<file path="src/rtl/pipeline_pkg.sv">
// Shared pipeline definitions: MIPS opcode/funct constants and the
// hazard/stall FSM state encoding, imported by the hazard stall unit
// and its operand-use decoder.
package pipeline_pkg;

  // Primary opcodes (instruction bits [31:26])
  localparam logic [5:0] OP_RTYPE = 6'h00;
  localparam logic [5:0] OP_J     = 6'h02;
  localparam logic [5:0] OP_JAL   = 6'h03;
  localparam logic [5:0] OP_BEQ   = 6'h04;
  localparam logic [5:0] OP_BNE   = 6'h05;
  localparam logic [5:0] OP_LUI   = 6'h0F;
  localparam logic [5:0] OP_SB    = 6'h28;
  localparam logic [5:0] OP_SH    = 6'h29;
  localparam logic [5:0] OP_SW    = 6'h2B;

  // R-type function codes (instruction bits [5:0])
  localparam logic [5:0] FN_SLL = 6'h00;
  localparam logic [5:0] FN_SRL = 6'h02;
  localparam logic [5:0] FN_SRA = 6'h03;
  localparam logic [5:0] FN_JR  = 6'h08;

  typedef enum logic {
    HZ_IDLE  = 1'b0,
    HZ_STALL = 1'b1
  } hz_state_t;

  // True when a used source register equals a producer's destination.
  // Register 0 is hard-wired to zero, so it never creates a dependency.
  function automatic logic src_match(input logic       uses,
                                     input logic [4:0] src,
                                     input logic [4:0] dst);
    return uses && (src == dst) && (dst != 5'd0);
  endfunction

endpackage

</file>
<file path="src/rtl/operand_use_decoder.sv">
// Decodes which source operands (rs, rt) the ID-stage instruction reads.
// Ports: ID_Instruction in; usesRs/usesRt flags and Rs/Rt fields out.
// Purely combinational, no clock or reset.
module operand_use_decoder
  import pipeline_pkg::*;
(
  input  logic [31:0] ID_Instruction,
  output logic        usesRs,
  output logic        usesRt,
  output logic [4:0]  Rs,
  output logic [4:0]  Rt
);

  logic [5:0] w_op;
  logic [5:0] w_fn;
  logic       w_unused;

  assign w_op     = ID_Instruction[31:26];
  assign w_fn     = ID_Instruction[5:0];
  assign Rs       = ID_Instruction[25:21];
  assign Rt       = ID_Instruction[20:16];
  // rd/shamt/immediate bits play no part in operand use
  assign w_unused = ^ID_Instruction[15:6];

  always_comb begin
    usesRs = 1'b0;
    usesRt = 1'b0;
    case (w_op)
      OP_RTYPE: begin
        // Shifts by immediate take their operand from rt only; jr is an
        // R-type reading rs (its rt field is zero, so usesRt is harmless).
        usesRs = !((w_fn == FN_SLL) || (w_fn == FN_SRL) || (w_fn == FN_SRA));
        usesRt = 1'b1;
      end
      OP_J, OP_JAL, OP_LUI: begin
        usesRs = 1'b0;
        usesRt = 1'b0;
      end
      OP_BEQ, OP_BNE, OP_SB, OP_SH, OP_SW: begin
        usesRs = 1'b1;
        usesRt = 1'b1;
      end
      default: begin
        // Remaining I-type: rs is a source, rt is the destination
        usesRs = 1'b1;
        usesRt = 1'b0;
      end
    endcase
  end

endmodule

</file>
<file path="src/rtl/hazard_stall_unit.sv">
// Stall/flush controller for the 5-stage MIPS pipeline: detects load-use
// and ID-stage branch operand hazards, holds PC/IF-ID, bubbles ID/EX and
// flushes IF/ID on taken branches. First stall cycle is combinational;
// the second cycle of a two-cycle stall comes from the registered FSM.
// Ports: Clock/Reset (async active-high); ID instruction + branch info;
// EX/MEM producer info; PCWrite, IFIDWrite, IDEXBubble, IFIDFlush out.
// Optional macro HAZARD_STALL_COUNT_EN adds the StallCount output: a
// saturating count of bubble cycles since reset.
module hazard_stall_unit
  import pipeline_pkg::*;
(
  input  logic        Clock,
  input  logic        Reset,
  input  logic [31:0] ID_Instruction,
  input  logic        ID_Branch,
  input  logic        BranchTaken,
  input  logic        EX_MemRead,
  input  logic        EX_RegWrite,
  input  logic [4:0]  EX_WriteReg,
  input  logic        MEM_MemRead,
  input  logic [4:0]  MEM_WriteReg,
  output logic        PCWrite,
  output logic        IFIDWrite,
  output logic        IDEXBubble,
  output logic        IFIDFlush
`ifdef HAZARD_STALL_COUNT_EN
  ,
  output logic [31:0] StallCount
`endif
);

  logic       w_uses_rs;
  logic       w_uses_rt;
  logic [4:0] w_rs;
  logic [4:0] w_rt;

  operand_use_decoder u_decode (
    .ID_Instruction (ID_Instruction),
    .usesRs         (w_uses_rs),
    .usesRt         (w_uses_rt),
    .Rs             (w_rs),
    .Rt             (w_rt)
  );

  // ---------------------------------------------------------------------
  // Hazard classification
  // ---------------------------------------------------------------------
  logic w_match_ex;
  logic w_match_mem;
  logic w_load_use;
  logic w_br_alu;
  logic w_br_load_ex;
  logic w_br_load_mem;
  logic w_hazard;
  logic w_need_two;

  assign w_match_ex  = src_match(w_uses_rs, w_rs, EX_WriteReg) ||
                       src_match(w_uses_rt, w_rt, EX_WriteReg);
  assign w_match_mem = src_match(w_uses_rs, w_rs, MEM_WriteReg) ||
                       src_match(w_uses_rt, w_rt, MEM_WriteReg);

  assign w_load_use    = EX_MemRead && w_match_ex;
  assign w_br_alu      = ID_Branch && EX_RegWrite && !EX_MemRead && w_match_ex;
  assign w_br_load_ex  = ID_Branch && EX_MemRead && w_match_ex;
  assign w_br_load_mem = ID_Branch && MEM_MemRead && w_match_mem;

  // Every class needs at least one cycle; only a branch waiting on a load
  // still in EX needs two (load data is not ready for ID until after MEM).
  assign w_hazard   = w_load_use || w_br_alu || w_br_load_ex || w_br_load_mem;
  assign w_need_two = w_br_load_ex;

  // ---------------------------------------------------------------------
  // FSM: state register
  // ---------------------------------------------------------------------
  hz_state_t r_state;
  hz_state_t w_state_nxt;
  logic      r_remaining;
  logic      w_remaining_nxt;

  always_ff @(posedge Clock or posedge Reset) begin
    if (Reset) begin
      r_state     <= HZ_IDLE;
      r_remaining <= 1'b0;
    end else begin
      r_state     <= w_state_nxt;
      r_remaining <= w_remaining_nxt;
    end
  end

  // ---------------------------------------------------------------------
  // FSM: next-state logic
  // ---------------------------------------------------------------------
  always_comb begin
    w_state_nxt     = r_state;
    w_remaining_nxt = r_remaining;
    case (r_state)
      HZ_IDLE: begin
        // The first stall cycle is taken here combinationally; STALL
        // covers only the cycles beyond it.
        if (w_need_two) begin
          w_state_nxt     = HZ_STALL;
          w_remaining_nxt = 1'b1;
        end
      end
      HZ_STALL: begin
        w_remaining_nxt = (r_remaining != 1'b0) ? r_remaining - 1'b1 : 1'b0;
        if (w_remaining_nxt == 1'b0) begin
          w_state_nxt = HZ_IDLE;
        end
      end
      default: begin
        w_state_nxt     = HZ_IDLE;
        w_remaining_nxt = 1'b0;
      end
    endcase
  end

  // ---------------------------------------------------------------------
  // FSM: outputs
  // ---------------------------------------------------------------------
  logic w_stall;

  always_comb begin
    // Reset masks the combinational hazard path so every output shows its
    // reset value while Reset is high, even with a hazard on the inputs.
    w_stall    = !Reset && ((r_state == HZ_STALL) ||
                            ((r_state == HZ_IDLE) && w_hazard));
    PCWrite    = !w_stall;
    IFIDWrite  = !w_stall;
    IDEXBubble = w_stall;
    // A taken branch with pending operands was resolved on stale data
    IFIDFlush  = !Reset && BranchTaken && !w_stall;
  end

`ifdef HAZARD_STALL_COUNT_EN
  logic [31:0] r_stall_count;

  always_ff @(posedge Clock or posedge Reset) begin
    if (Reset) begin
      r_stall_count <= 32'd0;
    end else if (IDEXBubble && (r_stall_count != 32'hFFFF_FFFF)) begin
      r_stall_count <= r_stall_count + 32'd1;
    end
  end

  assign StallCount = r_stall_count;
`endif

endmodule

</file>
<file path="config.mk">
export PLATFORM = sky130hd
export DESIGN_NAME = hazard_stall_unit
export DESIGN_NICKNAME = d
export VERILOG_FILES = /design/src/rtl/pipeline_pkg.sv /design/src/rtl/operand_use_decoder.sv /design/src/rtl/hazard_stall_unit.sv
export SDC_FILE = /design/constraint.sdc
export NUM_CORES = 1
export LEC_CHECK = 0
export CAP_MARGIN = 20
export CORE_ASPECT_RATIO = 0.8
export CORE_MARGIN = 5
export CORE_UTILIZATION = 30
export DETAILED_ROUTE_END_ITERATION = 16
export PLACE_DENSITY = 0.88
export SLEW_MARGIN = 20
export SYNTH_ARGS = -nofsm -noshare
export SYNTH_HDL_FRONTEND = slang
export SYNTH_SLANG_ARGS = --single-unit
</file>
<file path="constraint.sdc">
create_clock -name Clock -period 6.1 [get_ports Clock]
set_input_delay 1.22 -clock Clock [delete_from_list [all_inputs] [get_ports Clock]]
set_output_delay 1.22 -clock Clock [all_outputs]
set_load 0.01 [all_outputs]
</file>
==> impl_metrics.prom <==
# TYPE chip_impl_metric gauge
chip_impl_metric{name="n_antenna_cell",unit=""} 0
chip_impl_metric{name="slew_headroom",unit="%"} 79.34
chip_impl_metric{name="grt_start_max_net_pins",unit=""} 5
chip_impl_metric{name="globalRouteTotalUtil",unit="%"} 14.36
chip_impl_metric{name="post_synth_inst_count",unit=""} 64
chip_impl_metric{name="largest_register_ffs",unit=""} 1
chip_impl_info{name="reg_to_reg_start",value="r_state$_DFF_PP0_"} 1
chip_impl_metric{name="crit_fanout",unit=""} 3
chip_impl_metric{name="floorplan.rows",unit=""} 13
chip_impl_metric{name="clock_share_of_power",unit="%"} 0
chip_impl_metric{name="dieArea",unit="sq mm"} 0.002549
chip_impl_metric{name="grt_pass1_vias",unit=""} 721
chip_impl_metric{name="asyncSetResetFlopFracSynth",unit="%"} 100.0
chip_impl_metric{name="multiInputGateArea",unit="sq um"} 442.9
chip_impl_metric{name="postRouteWirelength",unit="mm"} 1.841
chip_impl_metric{name="post_drt_via_cell_ratio",unit=""} 4.898
chip_impl_metric{name="gp_congestion",unit=""} 0.7860
chip_impl_metric{name="intPower",unit="uW"} 40.29
chip_impl_metric{name="wl_per_cell",unit="um"} 14.50
chip_impl_metric{name="path_clk_slew",unit="ps"} 0
chip_impl_metric{name="starting_density",unit="%"} 30.77
chip_impl_metric{name="dp.final_hpwl",unit="mm"} 1.650
chip_impl_info{name="most_common_cell_in_the_netlist",value="sky130_fd_sc_hd__xor2_1"} 1
chip_impl_info{name="grt_setup_unrepaired",value="false"} 1
chip_impl_metric{name="clock_skews",unit="ps"} 0
chip_impl_metric{name="synthAdderAreaFrac",unit="%"} 0
chip_impl_metric{name="cap_viol_max_count",unit=""} 0
chip_impl_metric{name="rr_worst_depth",unit=""} 2
chip_impl_metric{name="dpl_worst_slack",unit="ps"} 1338
chip_impl_metric{name="synth.yosys.warnings",unit=""} 0
chip_impl_metric{name="fin_crit",unit="ps"} 4760
chip_impl_metric{name="power.sequential.fraction",unit="%"} 11.1
chip_impl_metric{name="synth_edf_count",unit=""} 0
chip_impl_metric{name="place_inst",unit=""} 127
chip_impl_info{name="r2r-end",value="r_state$_DFF_PP0_"} 1
chip_impl_metric{name="clkLatencyLatePin",unit="ps"} 0
chip_impl_metric{name="compound_gate_portion_of_the_synthesized_area",unit="%"} 22.70
chip_impl_info{name="synthTopCellsByCount",value="17 x sky130_fd_sc_hd__xor2_1, 7 x sky130_fd_sc_hd__nor2_1, 4 x sky130_fd_sc_hd__inv_1, 4 x sky130_fd_sc_hd__nor3_1, 3 x sky130_fd_sc_hd__xnor2_1"} 1
chip_impl_metric{name="total_power",unit="uW"} 62.04
chip_impl_metric{name="core_region_area",unit="sq mm"} 0.001594
chip_impl_metric{name="post-synth-top-area-fraction",unit="%"} 30.36
chip_impl_metric{name="min_period_over_period",unit="%"} 78.03
chip_impl_metric{name="finalWorstSetupSlack",unit="ps"} 1340
chip_impl_info{name="postSynth.topFlopCell",value="sky130_fd_sc_hd__dfrtp_1"} 1
chip_impl_info{name="hp-start",value="r_state$_DFF_PP0_"} 1
chip_impl_metric{name="detailroute.via_count",unit=""} 622
chip_impl_info{name="largest_register",value="r_state"} 1
chip_impl_info{name="largest_registers_in_the_final_layout",value="r_state x1"} 1
chip_impl_info{name="synth_top_family_by_area",value="XOR/XNOR gates"} 1
chip_impl_metric{name="register_area",unit="sq um"} 25.02
chip_impl_metric{name="crit_required",unit="ps"} 4880
chip_impl_metric{name="drt_drc_violations_left",unit=""} 0
chip_impl_metric{name="max-vdd-ir-drop",unit="mV"} 0.03648
chip_impl_metric{name="report.final.hold_viol_count",unit=""} 0
chip_impl_info{name="worst_hold_path.endpoint",value="r_state$_DFF_PP0_"} 1
chip_impl_metric{name="area_growth",unit="%"} 89.80
chip_impl_metric{name="finalSetupViolations",unit=""} 0
chip_impl_metric{name="drt-initial-drc-count",unit=""} 12
chip_impl_metric{name="post_cts.resized_instances",unit=""} 0
chip_impl_metric{name="postCtsSetupRepairBufs",unit=""} 0
chip_impl_metric{name="grt_remaining_overflow",unit=""} 0
chip_impl_info{name="cpMaxStageDelayCell",value="sky130_fd_sc_hd__clkdlybuf4s50_1"} 1
chip_impl_info{name="synth_top_cells_by_area",value="sky130_fd_sc_hd__xor2_1 30%, sky130_fd_sc_hd__nor2_1 5.4%, sky130_fd_sc_hd__xnor2_1 5.4%"} 1
chip_impl_metric{name="first_pass_iters",unit=""} 4
chip_impl_metric{name="power-per-cell-area",unit="mW/mm^2"} 66.65
chip_impl_metric{name="worst_hold_slack",unit="ps"} 532.4
chip_impl_metric{name="logic_pwr_share",unit="%"} 88.9
chip_impl_metric{name="finalMaxSlewViolations",unit=""} 0
chip_impl_info{name="timing.critical_path.mode_cell",value="sky130_fd_sc_hd__clkdlybuf4s50_1"} 1
chip_impl_metric{name="yosys_register_bits",unit=""} 1
chip_impl_metric{name="synthesis.area",unit="sq um"} 490.5
chip_impl_metric{name="yosys-mux-area-fraction",unit="%"} 0
chip_impl_info{name="crit_path_cell_trace",value="clkdlybuf4s50_1, or3_1, o311a_1, nand4_1, inv_1, o31ai_1, clkdlybuf4s50_1"} 1
chip_impl_metric{name="synth_cell_types",unit=""} 29
chip_impl_metric{name="syn_nets",unit=""} 113
chip_impl_metric{name="post_cts_hold_fix_bufs",unit=""} 0
chip_impl_metric{name="synth_simple_gate_area_share",unit="%"} 31.89
chip_impl_metric{name="finalNonFillerCells",unit=""} 127
chip_impl_info{name="yosysTopAreaCell",value="sky130_fd_sc_hd__xor2_1"} 1
chip_impl_metric{name="sw_pwr",unit="uW"} 21.75
chip_impl_metric{name="buffering_stage_count_on_the_worst_path_with_inverters_included",unit=""} 3
chip_impl_metric{name="drive_above_1_share",unit="%"} 4.762
chip_impl_info{name="timing.critical_path.max_delay_family",value="buffers and inverters"} 1
chip_impl_metric{name="leakage",unit="uW"} 0.0003714
chip_impl_metric{name="postSynthAreaPerCell",unit="sq um"} 7.664
chip_impl_metric{name="worst_hold_depth",unit=""} 2
chip_impl_metric{name="chip_width",unit="um"} 55.21
chip_impl_metric{name="die_height",unit="um"} 46.17
chip_impl_metric{name="worst_ep_arrival_time",unit="ps"} 3540
chip_impl_metric{name="worstMarginPinSlew",unit="ps"} 307.3
chip_impl_metric{name="power.switching_fraction",unit="%"} 35.05
chip_impl_metric{name="final_nets",unit=""} 156
chip_impl_metric{name="portBuffers",unit=""} 42
chip_impl_metric{name="reg2reg_setup_slack",unit="ps"} 5270
chip_impl_metric{name="initial_antenna_violation_count",unit=""} 0
chip_impl_metric{name="num-fill-cells",unit=""} 145
chip_impl_metric{name="grt_first_pass_wirelength",unit="mm"} 3.036
chip_impl_info{name="hold_path.class",value="flip-flop to flip-flop"} 1
chip_impl_metric{name="critPathMaxStageDelay",unit="ps"} 600
chip_impl_info{name="status",value="completed"} 1
chip_impl_info{name="criticalPathCategory",value="input pin to output port"} 1
chip_impl_info{name="worst_setup_end_kind",value="output port"} 1
chip_impl_metric{name="synth-xor-area-share",unit="%"} 35.71
chip_impl_metric{name="max_clock_freq",unit="MHz"} 210.1
chip_impl_metric{name="synth.yosys.seq_area_share",unit="%"} 5.102
chip_impl_info{name="cp-start-kind",value="input pin"} 1
chip_impl_metric{name="top_level_ports",unit=""} 53
chip_impl_metric{name="detail-route-antenna-nets",unit=""} 0
chip_impl_metric{name="tns",unit="ps"} 0
-- area by class of cell --
| cell class | instances | area share [%] |
|---|---|---|
| inverters | 4 | 1.613 |
| multi-input cells | 58 | 47.58 |
| flip-flops and latches | 1 | 2.688 |
| well taps | 22 | 2.957 |
| repair buffers | 42 | 45.16 |
-- cell usage in the layout (no fill, tap or decap) --
cell type / instances
sky130_fd_sc_hd__clkdlybuf4s50_1: 42
sky130_fd_sc_hd__xor2_1: 17
sky130_fd_sc_hd__nor2_1: 7
sky130_fd_sc_hd__nor3_1: 4
sky130_fd_sc_hd__inv_1: 4
sky130_fd_sc_hd__xnor2_1: 3
sky130_fd_sc_hd__a21oi_1: 2
sky130_fd_sc_hd__nor2b_1: 2
sky130_fd_sc_hd__nand3b_1: 2
sky130_fd_sc_hd__nand4_1: 2
sky130_fd_sc_hd__and3_1: 2
sky130_fd_sc_hd__or4_1: 1
sky130_fd_sc_hd__o32ai_2: 1
sky130_fd_sc_hd__a41oi_1: 1
sky130_fd_sc_hd__or3_1: 1
sky130_fd_sc_hd__o311a_1: 1
sky130_fd_sc_hd__nand4_2: 1
sky130_fd_sc_hd__nor4_2: 1
sky130_fd_sc_hd__o2111ai_1: 1
sky130_fd_sc_hd__o21ai_0: 1
sky130_fd_sc_hd__a211o_1: 1
sky130_fd_sc_hd__a21boi_2: 1
sky130_fd_sc_hd__o31a_1: 1
sky130_fd_sc_hd__o31ai_1: 1
sky130_fd_sc_hd__nand2_1: 1
sky130_fd_sc_hd__nor4b_2: 1
sky130_fd_sc_hd__a32oi_1: 1
sky130_fd_sc_hd__a211oi_1: 1
sky130_fd_sc_hd__dfrtp_1: 1
-- power by group through the flow --
stage	clock network, uW	logic (uW)	registers, uW
2_1_floorplan	0	18.8	6.84
3_3_place_gp	0	53.2	6.86
3_5_place_dp	0	55.0	6.86
4_1_cts	0	55.4	6.86
5_1_grt	0	59.1	6.86
6_report	0	55.2	6.86
-- stage by stage --
stage | utilization, % | area (sq um)
after floorplan | - | 490.5
after global placement | 58.40 | 930.9
after detailed placement | 58.40 | 930.9
after CTS | 58.40 | 930.9
after global routing | 58.40 | 930.9
final | 58.40 | 930.9
-- worst min-delay path: stages (launching register included) --
cell and delay (ps):
sky130_fd_sc_hd__dfrtp_1 320, sky130_fd_sc_hd__nand3b_1 110, sky130_fd_sc_hd__a211oi_1 50
-- cells by family (layout without fill, tap and decap cells) --
family | count (synthesis) | count (layout)
AOI/OAI and AO/OA | 13 | 13
and+or+nand+nor | 25 | 25
buffers and inverters | 5 | 46
DFF | 1 | 1
xor gates and xnor gates | 20 | 20
-- metal layers --
metal  up-vias  part of all wire [%]  wire [um]  GRT usage [%]
met4         0                     0          0         0.9709
met2        26                    51        935          29.95
met3         0                   7.5        138          2.521
met5         -                     0          0              0
met1       277                    42        767          16.12
li1        319                     -          -              -
-- how the worst max path moves through the flow --
stage / startpoint / to / slack [ps] / depth (start not counted)
6_report: MEM_WriteReg[0] / IFIDWrite / 1340 / 7
5_1_grt: MEM_WriteReg[0] / IFIDWrite / 1220 / 7
4_1_cts: MEM_WriteReg[0] / IFIDWrite / 1330 / 7
3_5_place_dp: MEM_WriteReg[0] / IFIDWrite / 1340 / 7
3_3_place_gp: MEM_WriteReg[0] / IFIDWrite / 1410 / 7
2_1_floorplan: MEM_WriteReg[0] / PCWrite / 2230 / 6
Power figures use the tool's default switching activity.
